**config.mk**
```make
export PLATFORM = sky130hd
export DESIGN_NAME = sc_mux10_arbiter
export DESIGN_NICKNAME = d
export VERILOG_FILES = /design/src/rtl/sc_mux10_arbiter.sv
export SDC_FILE = /design/constraint.sdc
export NUM_CORES = 1
export LEC_CHECK = 0
export ABC_AREA = 0
export CORE_MARGIN = 1.5
export CORE_UTILIZATION = 58
export CTS_CLUSTER_SIZE = 28
export DETAILED_ROUTE_END_ITERATION = 7
export PLACE_DENSITY = 0.8
export SLEW_MARGIN = 30
export SYNTH_ARGS = -nofsm -noshare
export SYNTH_HDL_FRONTEND = slang
export SYNTH_SLANG_ARGS = --single-unit
export TNS_END_PERCENT = 50
```
**constraint.sdc**
```tcl
create_clock -name SC_MUXARB_CLOCK_50 -period 9.2 [get_ports SC_MUXARB_CLOCK_50]
set_input_delay 2.76 -clock SC_MUXARB_CLOCK_50 [delete_from_list [all_inputs] [get_ports SC_MUXARB_CLOCK_50]]
set_output_delay 2.76 -clock SC_MUXARB_CLOCK_50 [all_outputs]
set_load 0.01 [all_outputs]
```
**src/rtl/sc_mux10_arbiter.sv**
```systemverilog
`default_nettype none
// ============================================================================
// Module   : sc_mux10_arbiter
// Brief    : Round-robin arbiter driving a 10:1 mux select, with hold-limited
//            grants that rotate to waiting sources.
// Revision : 1.0
// ============================================================================
module sc_mux10_arbiter #(
    parameter int MAX_HOLD = 8
) (
    input  logic       SC_MUXARB_CLOCK_50,
    input  logic       SC_MUXARB_RESET_InHigh,
    input  logic [9:0] SC_MUXARB_request_InBUS,
    input  logic       SC_MUXARB_sinkReady_In,
    output logic [3:0] SC_MUXARB_select_OutBUS,
    output logic [9:0] SC_MUXARB_grant_OutBUS,
    output logic       SC_MUXARB_valid_Out,
    output logic [3:0] SC_MUXARB_holdCount_OutBUS
);

    typedef enum logic [0:0] {
        IDLE  = 1'b0,
        GRANT = 1'b1
    } state_t;

    localparam logic [4:0] c_maxHold = 5'(MAX_HOLD);

    state_t     r_state,     w_stateNext;
    logic [9:0] r_grant,     w_grantNext;
    logic [3:0] r_select,    w_selectNext;
    logic       r_valid,     w_validNext;
    logic [3:0] r_holdCount, w_holdNext;
    logic [3:0] r_lastPtr,   w_lastPtrNext;

    logic [9:0] w_others;
    logic       w_anyOther;
    logic       w_ownReq;
    logic       w_transfer;
    logic [4:0] w_countInc;
    logic [3:0] w_pick;

    // First set bit of req searching upward from ptr+1, wrapping 9 -> 0.
    function automatic logic [3:0] rrPick(input logic [9:0] req, input logic [3:0] ptr);
        logic [3:0] pick;
        logic       found;
        logic [4:0] idx;
        pick  = ptr;
        found = 1'b0;
        for (int i = 1; i <= 10; i++) begin
            idx = {1'b0, ptr} + 5'(i);
            if (idx >= 5'd10) begin
                idx = idx - 5'd10;
            end
            if (!found && req[idx[3:0]]) begin
                pick  = idx[3:0];
                found = 1'b1;
            end
        end
        return pick;
    endfunction

    // The granted bit is masked out, so in IDLE and on release this equals
    // the raw request vector; on rotation it excludes the current holder.
    assign w_others   = SC_MUXARB_request_InBUS & ~r_grant;
    assign w_anyOther = |w_others;
    assign w_ownReq   = |(SC_MUXARB_request_InBUS & r_grant);
    assign w_transfer = r_valid & SC_MUXARB_sinkReady_In;
    assign w_countInc = {1'b0, r_holdCount} + 5'd1;
    assign w_pick     = rrPick(w_others, r_lastPtr);

    always_comb begin
        w_stateNext   = r_state;
        w_grantNext   = r_grant;
        w_selectNext  = r_select;
        w_validNext   = r_valid;
        w_holdNext    = r_holdCount;
        w_lastPtrNext = r_lastPtr;

        case (r_state)
            IDLE: begin
                w_grantNext = 10'd0;
                w_validNext = 1'b0;
                w_holdNext  = 4'd0;
                if (w_anyOther) begin
                    w_stateNext   = GRANT;
                    w_grantNext   = 10'd1 << w_pick;
                    w_selectNext  = w_pick;
                    w_validNext   = 1'b1;
                    w_lastPtrNext = w_pick;
                end
            end
            GRANT: begin
                if (!w_ownReq) begin
                    // Release wins over any pending rotation.
                    w_holdNext = 4'd0;
                    if (w_anyOther) begin
                        w_grantNext   = 10'd1 << w_pick;
                        w_selectNext  = w_pick;
                        w_validNext   = 1'b1;
                        w_lastPtrNext = w_pick;
                    end else begin
                        w_stateNext = IDLE;
                        w_grantNext = 10'd0;
                        w_validNext = 1'b0;
                    end
                end else begin
                    w_validNext = 1'b1;
                    if (w_transfer) begin
                        if (w_countInc == c_maxHold) begin
                            w_holdNext = 4'd0;
                            if (w_anyOther) begin
                                w_grantNext   = 10'd1 << w_pick;
                                w_selectNext  = w_pick;
                                w_lastPtrNext = w_pick;
                            end
                        end else begin
                            w_holdNext = w_countInc[3:0];
                        end
                    end
                end
            end
            default: begin
                w_stateNext = IDLE;
                w_grantNext = 10'd0;
                w_validNext = 1'b0;
                w_holdNext  = 4'd0;
            end
        endcase
    end

    always_ff @(posedge SC_MUXARB_CLOCK_50) begin
        if (SC_MUXARB_RESET_InHigh) begin
            r_state     <= IDLE;
            r_grant     <= 10'd0;
            r_select    <= 4'd0;
            r_valid     <= 1'b0;
            r_holdCount <= 4'd0;
            r_lastPtr   <= 4'd9;
        end else begin
            r_state     <= w_stateNext;
            r_grant     <= w_grantNext;
            r_select    <= w_selectNext;
            r_valid     <= w_validNext;
            r_holdCount <= w_holdNext;
            r_lastPtr   <= w_lastPtrNext;
        end
    end

    assign SC_MUXARB_select_OutBUS    = r_select;
    assign SC_MUXARB_grant_OutBUS     = r_grant;
    assign SC_MUXARB_valid_Out        = r_valid;
    assign SC_MUXARB_holdCount_OutBUS = r_holdCount;

endmodule
`default_nettype wire
```
==> results.cfg, run 1 <==
[status]
status = finished clean

[grt]
grt_pass1_vias = 3946
grt_antenna_before_repair = 0
grt_max_degree = 28
grt_pass1_wl_microns = 19300
grt_usage = 0.326
overflow = 0

[setup_path]
path_buf_inv = 1
worst_setup_path_end_kind = register
cp_common_cell = a21oi_1
cp_data_required_time_ns = 9.38
start_kind = primary input
slowest_stage = mux2i_1
crit_type = primary input to register
crit_path_cell_trace = clkdlybuf4s50_1 > nand2b_1 > mux2i_1 > o2111ai_1 > a221oi_1 > a221oi_2 > nand4b_4 > a21oi_1 > a21oi_1 > xnor2_1 > or4_1 > o31ai_1
r2r-start = r_lastPtr[1]$_SDFFE_PP0P_
rr_worst_depth = 16
arrival_ns = 6.56
crit_family = compound AO/OA/AOI/OAI gates
startpoint = SC_MUXARB_request_InBUS[0]
r2r-end = SC_MUXARB_grant_OutBUS[8]$_SDFFE_PP0P_
critPathMaxStageDelay_ns = 0.72
path_max_fanout = 9
cp-endpoint = SC_MUXARB_grant_OutBUS[4]$_SDFFE_PP0P_
r2r_slack_ns = 3.73
path_depth = 12

[synth]
synth_edf_count = 0
synthArstFlopShare = 0
synth_cells = 505
synth_top_family_by_area = compound AO/OA/AOI/OAI gates
synth_cell_types = 90
synth_fa_ha_area_frac = 0.0789
yosysWarnings = 0
yosysSeqAreaShare = 0.108
synth_area_sq_mm = 0.00390
synth_top_flop_cell = dfxtp_1
synthXorXnorAreaFrac = 0.0455
synth-compound-area-share = 0.357
synth-seq-cells = 21
synthMuxAreaShare = 0.0744
syn-num-nets = 542
synth-simple-area-share = 0.284
post_synth.cell_area_avg_sq_um = 7.73

[floorplanning]
io-pin-count = 32
die_area_sq_mm = 0.00723
core.rowCount = 29
die_x_microns = 85.0
core_sq_mm = 0.00642
initial_core_util = 0.607
die_h_microns = 85.0

[clock_tree]
ctsLongestPathBuffers = 2
cts_made_buffers = 3
cts_tree = built
postCtsSetupRepairBufs = 0
clock-root-buffer = clkbuf_8
clk_pin_slew_ns = 0.07
cts_sinks = 21
clock_latency_ns = 0.26
post_cts_resize_count = 0
cts_hold_buf = 0
htreeDepth = 1

[placed_design]
dp_hpwl_microns = 9230
port_buffers = 31
place.gp.congestion = 1.04

[sta]
finalClockSkew_ns = 0.00191
tns_ns = 0
period_minus_slack_ns = 6.38
setup_viol = 0
max_slew_margin = 0.379
timing.final.crit_share = 0.694
tightest_slew_ns = 0.905
maxSlewViolCount = 0
whs_ns = 0.508
fmax_ghz = 0.157
hold_viol = 0
grt_setup_unrepaired = no

[layout]
fin_nets = 558
drive_gt1_frac = 0.110
areaGrowthSynthToFinish_pct = 9.17
antennaDiodeCount = 0
fin_util = 0.663
layout_common_cells = a21oi_1, nand2_1, nor2_1
fill_cells = 580
final_common_cell = a21oi_1

[drt]
via_count = 4270
wl_per_cell_microns = 20.3
routed_wl_microns = 12100
drcViolationCount = 0
viasPerCell = 7.15
drt_iter0_markers = 372
postRouteAntennaNets = 0
firstDrtPassIters = 8

[job]
drv_cap = 0

[hold_path]
hold_path.class = register to register
min_from = SC_MUXARB_select_OutBUS[0]$_SDFFE_PP0P_
-- synthesized netlist by cell type, drive strengths merged, types with 10 or more instances --
library cell  count  share of area
buf              13          0.022
nand2            33          0.032
ha               23          0.074
nor2b            12          0.021
dfxtp            21           0.11
nand2b           17          0.027
mux2i            20          0.051
xnor2            13          0.029
nor3             15          0.019
a211oi           10          0.019
nand4            13          0.021
a21oi            38          0.051
a21o             11          0.021
nand3            14          0.019
nor2             33          0.032
clkbuf           11          0.011
inv              20          0.019
o21ai            26          0.033
-- final cells by class --
type | count | area (sq um) | area share
multi-input combinational | 440 | 3280 | 0.771
tap | 77 | 96.3 | 0.0226
clock buffer | 4 | 45.0 | 0.0106
inverter | 20 | 75.1 | 0.0176
sequential | 21 | 420 | 0.0987
timing repair buffer | 35 | 340 | 0.0799
-- sequential cells by signal (all words and copies together) (netlist names) --
register,cells
SC_MUXARB_grant_OutBUS,10
SC_MUXARB_valid_Out,1
r_lastPtr,4
SC_MUXARB_holdCount_OutBUS,4
SC_MUXARB_select_OutBUS,2
-- tightest hold or removal path, delay by kind of cell (launching register included) --
kind,cells,cell delay [ns]
mux,1,0.07
simple gates,1,0.08
flops,1,0.33
-- metrics by stage --
stage	std cells	setup slack (ns)	cell area, sq um
final	597	2.82	4260
after CTS	597	2.88	4260
after floorplan	505	3.74	3900
after global placement	593	2.71	4210
after detailed placement	593	2.65	4210
after global routing	597	2.61	4260
-- layer usage --
metal	global-route usage	wire length [microns]
met1	0.409	4970
met3	0.0409	929
met5	0	0
met2	0.556	5700
met4	0.148	502
-- how the worst min path moves through the flow --
stage                                                    to  slack (ns)  cells after the start
detailed placement   SC_MUXARB_grant_OutBUS[5]$_SDFFE_PP0P_        0.49                      2
floorplan            SC_MUXARB_grant_OutBUS[6]$_SDFFE_PP0P_        0.50                      2
finish              SC_MUXARB_select_OutBUS[0]$_SDFFE_PP0P_        0.51                      2
CTS                  SC_MUXARB_grant_OutBUS[5]$_SDFFE_PP0P_        0.51                      2
global route         SC_MUXARB_grant_OutBUS[6]$_SDFFE_PP0P_        0.54                      2
global placement    SC_MUXARB_select_OutBUS[0]$_SDFFE_PP0P_        0.49                      2
-- logic make-up after synthesis --
family / Yosys count
XOR/XNOR: 17
multiplexers: 28
AND/OR/NAND/NOR: 194
buffers and inverters: 44
flip-flops: 21
adder cells (fa/ha/maj): 24
AO/OA/AOI/OAI: 177
Power of run 1 is left out: the tool's default activity adds up to more than one toggle a clock period on the data nets, which glitch-free logic cannot reach.
==> inputs of run 2 (changes only) <==
clock period = 6.4 ns   (was 9.2 ns; I/O delays follow)
==> results.cfg, run 2 (synthesized netlist as in run 1, its figures left out) <==
[status]
status = finished clean

[placed_design]
place.gp.congestion = 1.07
port_buffers = 31
placed_area_sq_mm = 0.00421
dp_hpwl_microns = 9500
place_inst = 593

[setup_path]
crit_family = compound AO/OA/AOI/OAI gates
worst_setup_path_end_kind = register
r2r-end = SC_MUXARB_grant_OutBUS[6]$_SDFFE_PP0P_
cp_data_required_time_ns = 6.57
path_max_fanout = 9
cp_common_cell = a21oi_1
crit_type = primary input to register
start_kind = primary input
rr_worst_depth = 17
arrival_ns = 5.77
critPathMaxStageDelay_ns = 0.68
path_buf_inv = 1
r2r-start = r_lastPtr[1]$_SDFFE_PP0P_
r2r_slack_ns = 1.05
slowest_stage = mux2i_1
crit_path_cell_trace = clkdlybuf4s50_1 > nand2b_1 > mux2i_1 > o2111ai_1 > a221oi_1 > a221oi_2 > nand4b_4 > a21oi_1 > a21oi_1 > xnor2_1 > or4_1 > o31ai_1

[sta]
tightest_slew_ns = 0.938
setup_viol = 0
tns_ns = 0
grt_setup_unrepaired = no
max_slew_margin = 0.374
timing.final.crit_share = 0.876
whs_ns = 0.506
fmax_ghz = 0.178
hold_viol = 0
finalClockSkew_ns = 0.00239
period_minus_slack_ns = 5.61
maxSlewViolCount = 0

[layout]
fill_cells = 586
final_common_cell = a21oi_1
layout_common_cells = a21oi_1, nand2_1, nor2_1
seq_area_sq_um = 420
drive_gt1_frac = 0.110
multi_input_area_sq_mm = 0.00328
fin_area_sq_mm = 0.00426
fin_cells = 597
fin_nets = 558
antennaDiodeCount = 0
largest_reg_flops = 10
areaGrowthSynthToFinish_pct = 9.17

[clock_tree]
postCtsSetupRepairBufs = 0
cts_made_buffers = 3
post_cts_resize_count = 0
cts_tree = built
cts_hold_buf = 0
clk_pin_slew_ns = 0.07
clock_latency_ns = 0.26
cts_sinks = 21
clock-root-buffer = clkbuf_8
htreeDepth = 1
ctsLongestPathBuffers = 2

[floorplanning]
initial_core_util = 0.607
io-pin-count = 32
core_sq_mm = 0.00642
die_x_microns = 85.0
die_area_sq_mm = 0.00723
core.rowCount = 29
die_h_microns = 85.0

[grt]
grt_pass1_wl_microns = 19700
overflow = 0
grt_usage = 0.335
grt_max_degree = 27
grt_antenna_before_repair = 0
grt_pass1_vias = 3969

[hold_path]
min_from = SC_MUXARB_grant_OutBUS[7]$_SDFFE_PP0P_
whs_path_depth = 2
hold_path.class = register to register
hold-path-endpoint = SC_MUXARB_grant_OutBUS[7]$_SDFFE_PP0P_

[drt]
drcViolationCount = 0
via_count = 4253
postRouteAntennaNets = 0
firstDrtPassIters = 5
wl_per_cell_microns = 20.5
viasPerCell = 7.12
drt_iter0_markers = 367
routed_wl_microns = 12300

[job]
drv_cap = 0
-- run 2: cell counts in the layout (fill, tap and decap cells not counted) --
Identical to the previous run, type by type.
-- run 2: area by class of cell --
cell class	count	area share
timing repair buffer	35	0.0799
clock buffer	4	0.0106
multi-input combinational	440	0.771
sequential	21	0.0987
tap	77	0.0226
inverter	20	0.0176
-- run 2: worst max path at each step --
stage | start | endpoint | slack [ns] | cells after the start
final | SC_MUXARB_request_InBUS[1] | SC_MUXARB_grant_OutBUS[6]$_SDFFE_PP0P_ | 0.79 | 12
after global routing | SC_MUXARB_request_InBUS[1] | SC_MUXARB_grant_OutBUS[6]$_SDFFE_PP0P_ | 0.66 | 12
after CTS | SC_MUXARB_request_InBUS[1] | SC_MUXARB_grant_OutBUS[6]$_SDFFE_PP0P_ | 0.92 | 12
after detailed placement | SC_MUXARB_request_InBUS[1] | SC_MUXARB_grant_OutBUS[6]$_SDFFE_PP0P_ | 0.65 | 12
after global placement | SC_MUXARB_request_InBUS[1] | SC_MUXARB_grant_OutBUS[4]$_SDFFE_PP0P_ | 0.81 | 12
after floorplan | r_lastPtr[1]$_SDFFE_PP0P_ | SC_MUXARB_grant_OutBUS[4]$_SDFFE_PP0P_ | 1.44 | 19
-- run 2: per-stage QoR --
stage,worst slack [ns],utilization
2_1_floorplan,1.44,-
3_3_place_gp,0.810,0.656
3_5_place_dp,0.648,0.656
4_1_cts,0.920,0.663
5_1_grt,0.664,0.663
6_report,0.794,0.663
-- run 2: tightest hold or removal path, cell delays in order, from the launching register on --
cell     delay [ns]
dfxtp_1        0.35
nand2_1        0.06
o31ai_1        0.05
-- run 2: metal layers --
| metal | GRT usage | wire (microns) | vias up | share of wire |
|---|---|---|---|---|
| li1 | - | - | 1987 | - |
| met1 | 0.424 | 5160 | 2013 | 0.42 |
| met2 | 0.559 | 5670 | 217 | 0.46 |
| met3 | 0.0399 | 875 | 36 | 0.071 |
| met4 | 0.170 | 570 | 0 | 0.046 |
| met5 | 0 | 0 | - | 0 |
Power of run 2 is left out for the same reason.
